File: config.mk
export PLATFORM = sky130hd
export DESIGN_NAME = adc_axi_burst_writer
export DESIGN_NICKNAME = d
export VERILOG_FILES = /design/src/rtl/adc_axi_pkg.sv /design/src/rtl/sync_fifo.sv /design/src/rtl/adc_axi_burst_writer.sv
export SDC_FILE = /design/constraint.sdc
export NUM_CORES = 2
export LEC_CHECK = 0
export CAP_MARGIN = 20
export CORE_ASPECT_RATIO = 1.75
export CORE_UTILIZATION = 45
export CTS_CLUSTER_SIZE = 30
export DETAILED_ROUTE_END_ITERATION = 8
export GPL_ROUTABILITY_DRIVEN = 0
export PLACE_DENSITY = 0.66
export SLEW_MARGIN = 20
export SYNTH_ARGS = -nofsm -noshare
export SYNTH_HDL_FRONTEND = slang
export SYNTH_SLANG_ARGS = --single-unit
File: constraint.sdc
create_clock -name clk -period 5.9 [get_ports clk]
set_input_delay 1.475 -clock clk [delete_from_list [all_inputs] [get_ports clk]]
set_output_delay 1.475 -clock clk [all_outputs]
set_load 0.02 [all_outputs]
File: src/rtl/adc_axi_pkg.sv
// Shared AXI constants, writer FSM state encoding and a constant-width helper
// for the ADC-to-DDR burst writer.
package adc_axi_pkg;

    localparam logic [1:0] AXI_RESP_SLVERR = 2'b10;
    localparam logic [1:0] AXI_RESP_DECERR = 2'b11;
    localparam logic [1:0] AXI_BURST_INCR  = 2'b01;
    localparam logic [3:0] AXI_CACHE_BUF   = 4'b0011;

    typedef enum logic [2:0] {
        IDLE,
        RUN,
        ADDR,
        DATA,
        RESP
    } wr_state_t;

    function automatic int clog2(input int value);
        int r;
        r = 0;
        for (int i = 0; i < 32; i++) begin
            if ((1 << r) < value) r++;
        end
        return r;
    endfunction

endpackage

File: src/rtl/sync_fifo.sv
// First-word-fall-through synchronous FIFO with occupancy count; clr empties it
// in one cycle without touching the storage array.
module sync_fifo
    import adc_axi_pkg::*;
#(
    parameter int  DW    = 32,
    parameter int  DEPTH = 64,
    localparam int PW    = clog2(DEPTH)
) (
    input  logic          clk,
    input  logic          rst,
    input  logic          clr,
    input  logic          push,
    input  logic [DW-1:0] push_data,
    input  logic          pop,
    output logic [DW-1:0] head,
    output logic          full,
    output logic [PW:0]   count
);

    logic [DW-1:0] mem [DEPTH];
    logic [PW-1:0] wr_idx;
    logic [PW-1:0] rd_idx;
    logic          push_ok;
    logic          pop_ok;

    assign full    = (count == (PW+1)'(DEPTH));
    assign push_ok = push && !full;
    assign pop_ok  = pop && (count != '0);
    assign head    = mem[rd_idx];

    always_ff @(posedge clk) begin
        if (push_ok) mem[wr_idx] <= push_data;
    end

    always_ff @(posedge clk) begin
        if (rst || clr) begin
            wr_idx <= '0;
            rd_idx <= '0;
            count  <= '0;
        end else begin
            if (push_ok) wr_idx <= wr_idx + PW'(1);
            if (pop_ok)  rd_idx <= rd_idx + PW'(1);
            case ({push_ok, pop_ok})
                2'b10:   count <= count + (PW+1)'(1);
                2'b01:   count <= count - (PW+1)'(1);
                default: ;
            endcase
        end
    end

endmodule

File: src/rtl/adc_axi_burst_writer.sv
// AXI4 write master streaming ADC samples into a circular DDR region in fixed INCR bursts.
// Define ADC_AXI_WR_FLUSH_EN to write residual samples as one short burst on stop.
module adc_axi_burst_writer
    import adc_axi_pkg::*;
#(
    parameter int          C_DATA_WIDTH   = 32,
    parameter int          C_ADDR_WIDTH   = 32,
    parameter int          C_BURST_LEN    = 16,
    parameter int          C_FIFO_DEPTH   = 64,
    parameter logic [31:0] C_BUF_BASEADDR = 32'hA4000000,
    parameter logic [31:0] C_BUF_BYTES    = 32'h04000000
) (
    input  logic                      clk,
    input  logic                      rst,
    input  logic                      start,
    input  logic                      stop,
    input  logic [C_DATA_WIDTH-1:0]   s_data,
    input  logic                      s_valid,
    output logic                      s_ready,
    output logic [C_ADDR_WIDTH-1:0]   m_axi_awaddr,
    output logic [7:0]                m_axi_awlen,
    output logic [2:0]                m_axi_awsize,
    output logic [1:0]                m_axi_awburst,
    output logic [3:0]                m_axi_awcache,
    output logic                      m_axi_awvalid,
    input  logic                      m_axi_awready,
    output logic [C_DATA_WIDTH-1:0]   m_axi_wdata,
    output logic [C_DATA_WIDTH/8-1:0] m_axi_wstrb,
    output logic                      m_axi_wlast,
    output logic                      m_axi_wvalid,
    input  logic                      m_axi_wready,
    input  logic [1:0]                m_axi_bresp,
    input  logic                      m_axi_bvalid,
    output logic                      m_axi_bready,
    output logic                      busy,
    output logic [C_ADDR_WIDTH-1:0]   wr_ptr,
    output logic [15:0]               wrap_cnt,
    output logic                      overflow,
    output logic                      resp_err
);

    localparam int                    BEAT_BYTES = C_DATA_WIDTH / 8;
    localparam int                    CNT_W      = clog2(C_FIFO_DEPTH) + 1;
    localparam logic [7:0]            LAST_BEAT  = 8'(C_BURST_LEN - 1);
    localparam logic [CNT_W-1:0]      BURST_CNT  = CNT_W'(C_BURST_LEN);
    localparam logic [C_ADDR_WIDTH-1:0] BASE     = C_ADDR_WIDTH'(C_BUF_BASEADDR);
    localparam logic [C_ADDR_WIDTH-1:0] RING_END = BASE + C_ADDR_WIDTH'(C_BUF_BYTES);

    wr_state_t               state;
    logic                    stop_lat;
    logic                    awvalid_q;
    logic                    wvalid_q;
    logic                    bready_q;
    logic [7:0]              beat_cnt;
    logic [7:0]              awlen_cur;
    logic [C_ADDR_WIDTH-1:0] burst_bytes;
    logic [C_ADDR_WIDTH-1:0] next_ptr;
    logic [CNT_W-1:0]        fifo_cnt;
    logic                    fifo_full;
    logic                    push;
    logic                    pop;

    // Capture stops accepting samples once stop is latched so the drain terminates.
    assign s_ready = (state != IDLE) && !stop_lat && !fifo_full;
    assign push    = s_valid && s_ready;
    assign pop     = wvalid_q && m_axi_wready;

    sync_fifo #(
        .DW    (C_DATA_WIDTH),
        .DEPTH (C_FIFO_DEPTH)
    ) u_fifo (
        .clk       (clk),
        .rst       (rst),
        .clr       (state == IDLE),
        .push      (push),
        .push_data (s_data),
        .pop       (pop),
        .head      (m_axi_wdata),
        .full      (fifo_full),
        .count     (fifo_cnt)
    );

`ifdef ADC_AXI_WR_FLUSH_EN
    logic [7:0] awlen_q;
    assign awlen_cur = awlen_q;
`else
    assign awlen_cur = LAST_BEAT;
`endif

    assign burst_bytes = C_ADDR_WIDTH'((int'(awlen_cur) + 1) * BEAT_BYTES);
    assign next_ptr    = wr_ptr + burst_bytes;

    assign m_axi_awaddr  = wr_ptr;
    assign m_axi_awlen   = awlen_cur;
    assign m_axi_awsize  = 3'(clog2(BEAT_BYTES));
    assign m_axi_awburst = AXI_BURST_INCR;
    assign m_axi_awcache = AXI_CACHE_BUF;
    assign m_axi_awvalid = awvalid_q;
    assign m_axi_wstrb   = '1;
    assign m_axi_wvalid  = wvalid_q;
    assign m_axi_wlast   = wvalid_q && (beat_cnt == awlen_cur);
    assign m_axi_bready  = bready_q;
    assign busy          = (state != IDLE);

    always_ff @(posedge clk) begin
        if (rst) begin
            state     <= IDLE;
            stop_lat  <= 1'b0;
            awvalid_q <= 1'b0;
            wvalid_q  <= 1'b0;
            bready_q  <= 1'b0;
            beat_cnt  <= '0;
            wr_ptr    <= BASE;
            wrap_cnt  <= '0;
            overflow  <= 1'b0;
            resp_err  <= 1'b0;
`ifdef ADC_AXI_WR_FLUSH_EN
            awlen_q   <= LAST_BEAT;
`endif
        end else begin
            if (state != IDLE && s_valid && fifo_full) overflow <= 1'b1;
            if (state != IDLE && stop) stop_lat <= 1'b1;

            case (state)
                IDLE: begin
                    if (start) begin
                        state    <= RUN;
                        wr_ptr   <= BASE;
                        wrap_cnt <= '0;
                        overflow <= 1'b0;
                        resp_err <= 1'b0;
                    end
                end
                RUN: begin
                    if (fifo_cnt >= BURST_CNT) begin
                        state <= ADDR;
`ifdef ADC_AXI_WR_FLUSH_EN
                        awlen_q <= LAST_BEAT;
`endif
                    end else if (stop_lat) begin
`ifdef ADC_AXI_WR_FLUSH_EN
                        if (fifo_cnt != '0) begin
                            state   <= ADDR;
                            awlen_q <= 8'(fifo_cnt - CNT_W'(1));
                        end else begin
                            state    <= IDLE;
                            stop_lat <= 1'b0;
                        end
`else
                        state    <= IDLE;
                        stop_lat <= 1'b0;
`endif
                    end
                end
                // awvalid is raised one cycle after entry and held until accepted.
                ADDR: begin
                    if (!awvalid_q) begin
                        awvalid_q <= 1'b1;
                    end else if (m_axi_awready) begin
                        awvalid_q <= 1'b0;
                        wvalid_q  <= 1'b1;
                        beat_cnt  <= '0;
                        state     <= DATA;
                    end
                end
                DATA: begin
                    if (m_axi_wready) begin
                        if (beat_cnt == awlen_cur) begin
                            wvalid_q <= 1'b0;
                            bready_q <= 1'b1;
                            state    <= RESP;
                        end else begin
                            beat_cnt <= beat_cnt + 8'd1;
                        end
                    end
                end
                RESP: begin
                    if (m_axi_bvalid) begin
                        bready_q <= 1'b0;
                        if (m_axi_bresp == AXI_RESP_SLVERR || m_axi_bresp == AXI_RESP_DECERR)
                            resp_err <= 1'b1;
                        if (next_ptr == RING_END) begin
                            wr_ptr <= BASE;
                            if (wrap_cnt != 16'hFFFF) wrap_cnt <= wrap_cnt + 16'd1;
                        end else begin
                            wr_ptr <= next_ptr;
                        end
`ifdef ADC_AXI_WR_FLUSH_EN
                        state <= RUN;
`else
                        if (stop_lat) begin
                            state    <= IDLE;
                            stop_lat <= 1'b0;
                        end else begin
                            state <= RUN;
                        end
`endif
                    end
                end
                default: state <= IDLE;
            endcase
        end
    end

endmodule

# Word level (Yosys, flattened, before mapping)
# Memory sizes are Yosys's and may differ from the RTL's. A register that Yosys moved wholly into a read port is not among the register bits.
# Index checks and enable logic that the tools add are counted.
[classes]
addsub = 7
order_cmp = 1
eq_ne = 23
n_mux = 52
reduce_logical = 28
[ops]
columns = ["operator", "n"]
rows = [
  ["two-way mux 32 bit", 3],
  ["two-way mux 16 bit", 4],
  ["one-hot mux 32 bit (2 select lines)", 1],
  ["adder 32 x 7 -> 32 bit (second input constant)", 1],
  ["equality test 32 bit (second input constant)", 1],
  ["two-way mux 8 bit", 4],
  ["one-hot mux 16 bit (2 select lines)", 1],
  ["two-way mux 3 bit", 8],
  ["two-way mux 1 bit", 22],
  ["inequality test 2 bit (second input constant)", 10],
  ["adder 16 x 1 -> 16 bit (second input constant)", 1],
  ["inequality test 16 bit (second input constant)", 1],
  ["one-hot mux 8 bit (2 select lines)", 1],
  ["one-hot mux 3 bit (5 select lines)", 1],
  ["AND reduction 5 bit", 3],
  ["one-hot mux 7 bit (2 select lines)", 1],
  ["adder 6 x 1 -> 6 bit (second input constant)", 2],
  ["two-way mux 6 bit", 2],
  ["logical AND 1 bit", 10],
  ["adder 8 x 1 -> 8 bit (second input constant)", 1],
  ["equality test 8 x 4 -> 1 bit (second input constant)", 1],
  ["one-hot mux 1 bit (2 select lines)", 4],
  ["AND reduction 4 bit", 2],
  ["nonzero test 2 bit", 4],
  ["other kinds (17)", 22],
]
[word_totals]
register_bits = 84
mem_bits_rw = 2048
input_bits = 42
out_inout_bits = 141
word_cells = 125
memories = 1
[memory_table]
columns = ["name", "words", "word_bits", "rd", "rd_clocked_by_memory_dff", "wr", "line_no", "rtl"]
rows = [
  ["u_fifo.mem", 64, 32, 1, 1, 1, "sync_fifo.sv:21", "logic [DW-1:0] mem [DEPTH];"],
]

# Logic depth before layout (Yosys ltp)
[depth]
depth_word = 7
ltp_mapped = 16
mapped_depth_nobuf = 15

# By module
# From an unflattened synthesis, not the netlist that was laid out.
[unflattened]
cells_unflattened = 3991
hier_area_um2 = 82963.3
[by_module_without_submodules]
columns = ["module", "instances", "cells_each", "area_per_inst_um2", "seq_area_each_um2"]
rows = [
  ["sync_fifo", 1, 3456, 78972.0, 61999.5],
  ["adc_axi_burst_writer", 1, 535, 3991.3, 1181.1],
]

# Worst setup path after synthesis
# No wires, ideal clock.
[synth_timing]
path_type = "reg2out"
start = "register (tool-made name)"
end = "output port m_axi_wdata[13]"
arrival_time_ns = 2.633
required_time_ns = 4.425
path_slack_ns = 1.792
path_stages_with_launch = 9
path_buffers = 4
path_cell_list = "dfxtp_1 > buf_2 > clkbuf_1 > buf_2 > buf_2 > mux4_2 > mux4_2 > mux2i_1 > o21ai_0"
[synth_lines]
columns = ["item", "line_no", "rtl"]
rows = [
  ["end, declared", "adc_axi_burst_writer.sv:27", "output logic [C_DATA_WIDTH-1:0] m_axi_wdata,"],
]

==> impl_summary.md <==
Setup path
The capture instance of the worst register-to-register path is u_fifo.mem[58][12]. Counting both buffers and inverters, the worst setup path holds a total of 4. Among the stages of the critical path, the cell type that occurs most often is mux4_2. The kind of start point of the critical path is a flip-flop. Measured in cells, the most critical reg-to-reg path has a length of 8.

The capture point of the critical path is m_axi_wdata[20]. The arrival time at the worst endpoint is 4.15 ns. Across all register-to-register paths, the minimum setup slack is about 1.4 ns. The data required time at the worst endpoint is roughly 4.4 ns. Along the worst path, the maximum fanout reaches 16. The critical path goes through buf_12 > buf_12 > buf_4 > mux4_2 > mux4_2 > mux4_2 > clkdlybuf4s50_1.

The kind of cell with the highest combined delay on the critical path is multiplexers. The source of the worst register-to-register timing path is state[0]. The critical setup path kind is reg2out. Counting buffers and inverters, the worst setup path is 7 cells deep. The element type at the critical path end is an output pin.

Among all stages on the critical path, the largest delay is contributed by mux4_2. In this design, the stage delay of the slowest critical-path cell is 0.67 ns.

Route
The top routing layer in use is met5. After detailed routing, the total wire length is around 190000 um. The number of vias per cell is around 5.8. After detailed routing, the wire length on met1 is approximately 68000 um.

The routed wire length on met2 is between 100000 and 150000 um. In the routed design, unresolved DRC markers number 0. Across all layers, the routed design uses 37611 vias. The routed wire length per instance is a little under 30 um. The detail route stage leaves a number of antenna-violating nets equal to 0. The met3 wirelength from detailed routing is a little over 10000 um. The pre-antenna-repair detailed-routing pass consisted of 5 iterations. After the first detailed-routing iteration, the DRC count stood at 3409.

Global routing
The global-route wire length before repair is between 200000 and 300000 um. The via count of the first global-routing pass is a little under 40000. For this run, the total global-route usage over all layers was measured as 0.2036. The total grt overflow is 0. Entering global routing, the biggest net connects 72 pins. The number of antenna violations at the first check in global routing is 30.

Die
Row generation in the floorplan step produced between 200 and 250 rows. The core outline area is 0.1821 mm2. From bottom edge to top edge, the die measures 569.0 um.

The floorplan step defined a die boundary enclosing 0.1855 mm2. The starting utilization of the core area is 0.4541. about 180 I/O pins were placed.

Measured along the x axis, the die boundary spans ~330 um.

Timing
The setup total negative slack is 0 ns. Hold timing on the final database bottoms out at a slack of 0.4862 ns. The number of pins exceeding their max-slew limit in the final report is 0. The transition time at the pin with the least slew margin is 1.126 ns.

The worst-case clock skew is ~0.044 ns. The headroom to the max-slew limit is 0.2495. Dividing the final minimum period by the clock period gives 0.9529. Setup repair after global routing left no endpoint under its margin. Setup violations remaining at the end of the flow were counted as 0. The worst path meets setup with between 0.2 and 0.3 ns of slack.

The final critical-path required period is approximately 5.6 ns. Static timing analysis puts the maximum clock frequency at about 0.18 GHz. The number of failing hold endpoints at the final stage is 0.

Hold path
The min-delay analysis places its worst path in the category reg2reg.

Final layout
The library cells used most frequently in the layout, excluding fill and tap cells, are 2048 x edfxtp_1, 668 x mux4_2, 192 x clkbuf_16. The fraction of final layout cells with drive strength greater than 1 is 0.3035. The net count of the finished layout is roughly 4000.

After filler insertion, the fill cell instance count of the layout stands at ~14000. The final core utilization is 0.5181. Leaving out fill and tap cells, the most frequent cell in the layout is edfxtp_1. The area growth from synthesis to layout is 14.11%.

Power
The analysis attributes to cell leakage a power of between 0.02 and 0.03 uW. The maximum vdd drop is 229.6 uV. The cell area power density is 308.6 mW/mm2. After layout, the design draws a total of roughly 29000 uW.

Placement
Summed over all nets, the half-perimeter wirelength after detailed placement is between 100000 and 150000 um. The post-placement worst setup slack is approximately 0.82 ns. The quantity of I/O buffers inserted on ports is roughly 150.

Clocking
TritonCTS built the clock tree. The clock network latency to the later pin of the worst-skew pair is just over 0.8 ns. The H-tree was split into 4 levels. Clock-pin slew was measured on the worst setup and hold paths at roughly 0.06 ns. The number of sinks handled by clock tree synthesis is 2132. Post-CTS repair changed the size of 0 cells.

The buffer depth of the longest clock path is 4. The clock tree root driver cell is clkbuf_16. The CTS buffer count is between 150 and 200.

Synth
The portion of the post-synthesis area used by sequential elements is 0.7642. The flip-flop cell with the highest count after synthesis is edfxtp_1. After synthesis the netlist holds a flip-flop and latch count of roughly 2100. A synthesized cell averages 22.98 um2. The number of distinct standard cells referenced by the synthesized netlist is between 70 and 80. The total number of yosys warnings is 0. The number of instances in the synthesized netlist is 3597. Yosys mapped a number of flops with a built-in enable equal to 2048. The synthesized area is just over 0.08 mm2. The post-synthesis async set-or-reset flop share is 0.

Run
Across the run, the number of max-cap violations was 0.

Run status
The run finished with clean final reports.
[kinds of logic after synthesis]
logic type / after synthesis / share of synthesized area
compound gates: 125 / 0.01000
xor+xnor: 35 / 0.003708
fa+ha+maj: 9 / 0.001362
buf+inv: 266 / 0.01612
flops: 2132 / 0.7642
mux: 687 / 0.1843
other cells: 2 / 0.00009084
simple gates: 341 / 0.02016
[per-layer routing]
metal / GRT usage / vias up
met3: 0.03012 / 330
met2: 0.3791 / 1266
met5: 0 / -
li1: - / 15726
met1: 0.2373 / 20275
met4: 0.07025 / 14
[how the worst min path moves through the flow]
stage                     start          end  slack [ns]  depth (start not counted)
floorplan           beat_cnt[7]  beat_cnt[7]        0.47                          2
global placement       resp_err     resp_err        0.47                          2
global route           resp_err     resp_err        0.52                          2
CTS                    resp_err     resp_err        0.49                          2
finish                 resp_err     resp_err        0.49                          2
detailed placement     resp_err     resp_err        0.47                          2
[report_power, final]
group | switching (uW) | leakage (uW) | internal (uW)
Clock | 5340 | 0.00290 | 6730
Sequential | 9.72 | 0.0191 | 16600
Combinational | 357 | 0.00606 | 94.1
Total | 5700 | 0.0280 | 23400
[cells in the mapped netlist (12+ instances only)]
| master | count | area, um2 |
|---|---|---|
| edfxtp_1 | 2048 | 61500 |
| and3_1 | 18 | 112.6 |
| nor3_1 | 12 | 60.06 |
| xor2_1 | 20 | 175.2 |
| mux4_2 | 668 | 15040 |
| dfxtp_1 | 84 | 1682 |
| nor2_1 | 146 | 548.0 |
| o21ai_0 | 28 | 140.1 |
| clkbuf_1 | 104 | 390.4 |
| nand4_1 | 12 | 75.07 |
| buf_1 | 22 | 82.58 |
| nand3_1 | 32 | 160.2 |
| mux2i_1 | 14 | 140.1 |
| buf_2 | 62 | 310.3 |
| xnor2_1 | 15 | 131.4 |
| nand2_1 | 61 | 229.0 |
| a21oi_1 | 37 | 185.2 |
| buf_4 | 62 | 465.5 |
[repair_timing]
| item | 4_1_cts | 5_1_grt |
|---|---|---|
| setup endpoints to repair | 13 | 0 |
| hold endpoints to repair | 0 | 0 |
| buffers inserted | 3 | 0 |
| hold buffers | 0 | 0 |
[stage by stage]
stage	cells	instance area [um2]
final	6431	94340
after global routing	6430	94330
after CTS	6423	94260
after detailed placement	6083	88270
after global placement	6083	88270
after floorplan	3628	82790
[registers in the layout, indices dropped and copies added (netlist names), named ones only]
name	flops
u_fifo.mem	2048
beat_cnt	8
stop_lat	1
m_axi_awvalid	1
m_axi_bready	1
overflow	1
resp_err	1
m_axi_wvalid	1
state	3
wrap_cnt	16
u_fifo.rd_idx	6
u_fifo.count	7
u_fifo.wr_idx	6
m_axi_awaddr	26
[cell type report]
class | count | area [um2] | area share
sequential | 2132 | 63200 | 0.6700
multi-input combinational | 1230 | 18750 | 0.1988
clock buffer | 235 | 4966 | 0.05264
timing repair buffer | 312 | 3386 | 0.03589
tap | 2403 | 3007 | 0.03187
clock inverter | 102 | 968.4 | 0.01027
inverter | 12 | 45.04 | 0.0004775
antenna | 5 | 12.51 | 0.0001326
[worst min-delay path: cells and delay by family, from the launching register on]
kind,cells,cell delay [ns]
AND/OR/NAND/NOR,1,0.07
AO/OA/AOI/OAI,1,0.04
flip-flops,1,0.33
No activity file was read; power rests on OpenSTA's default activity.
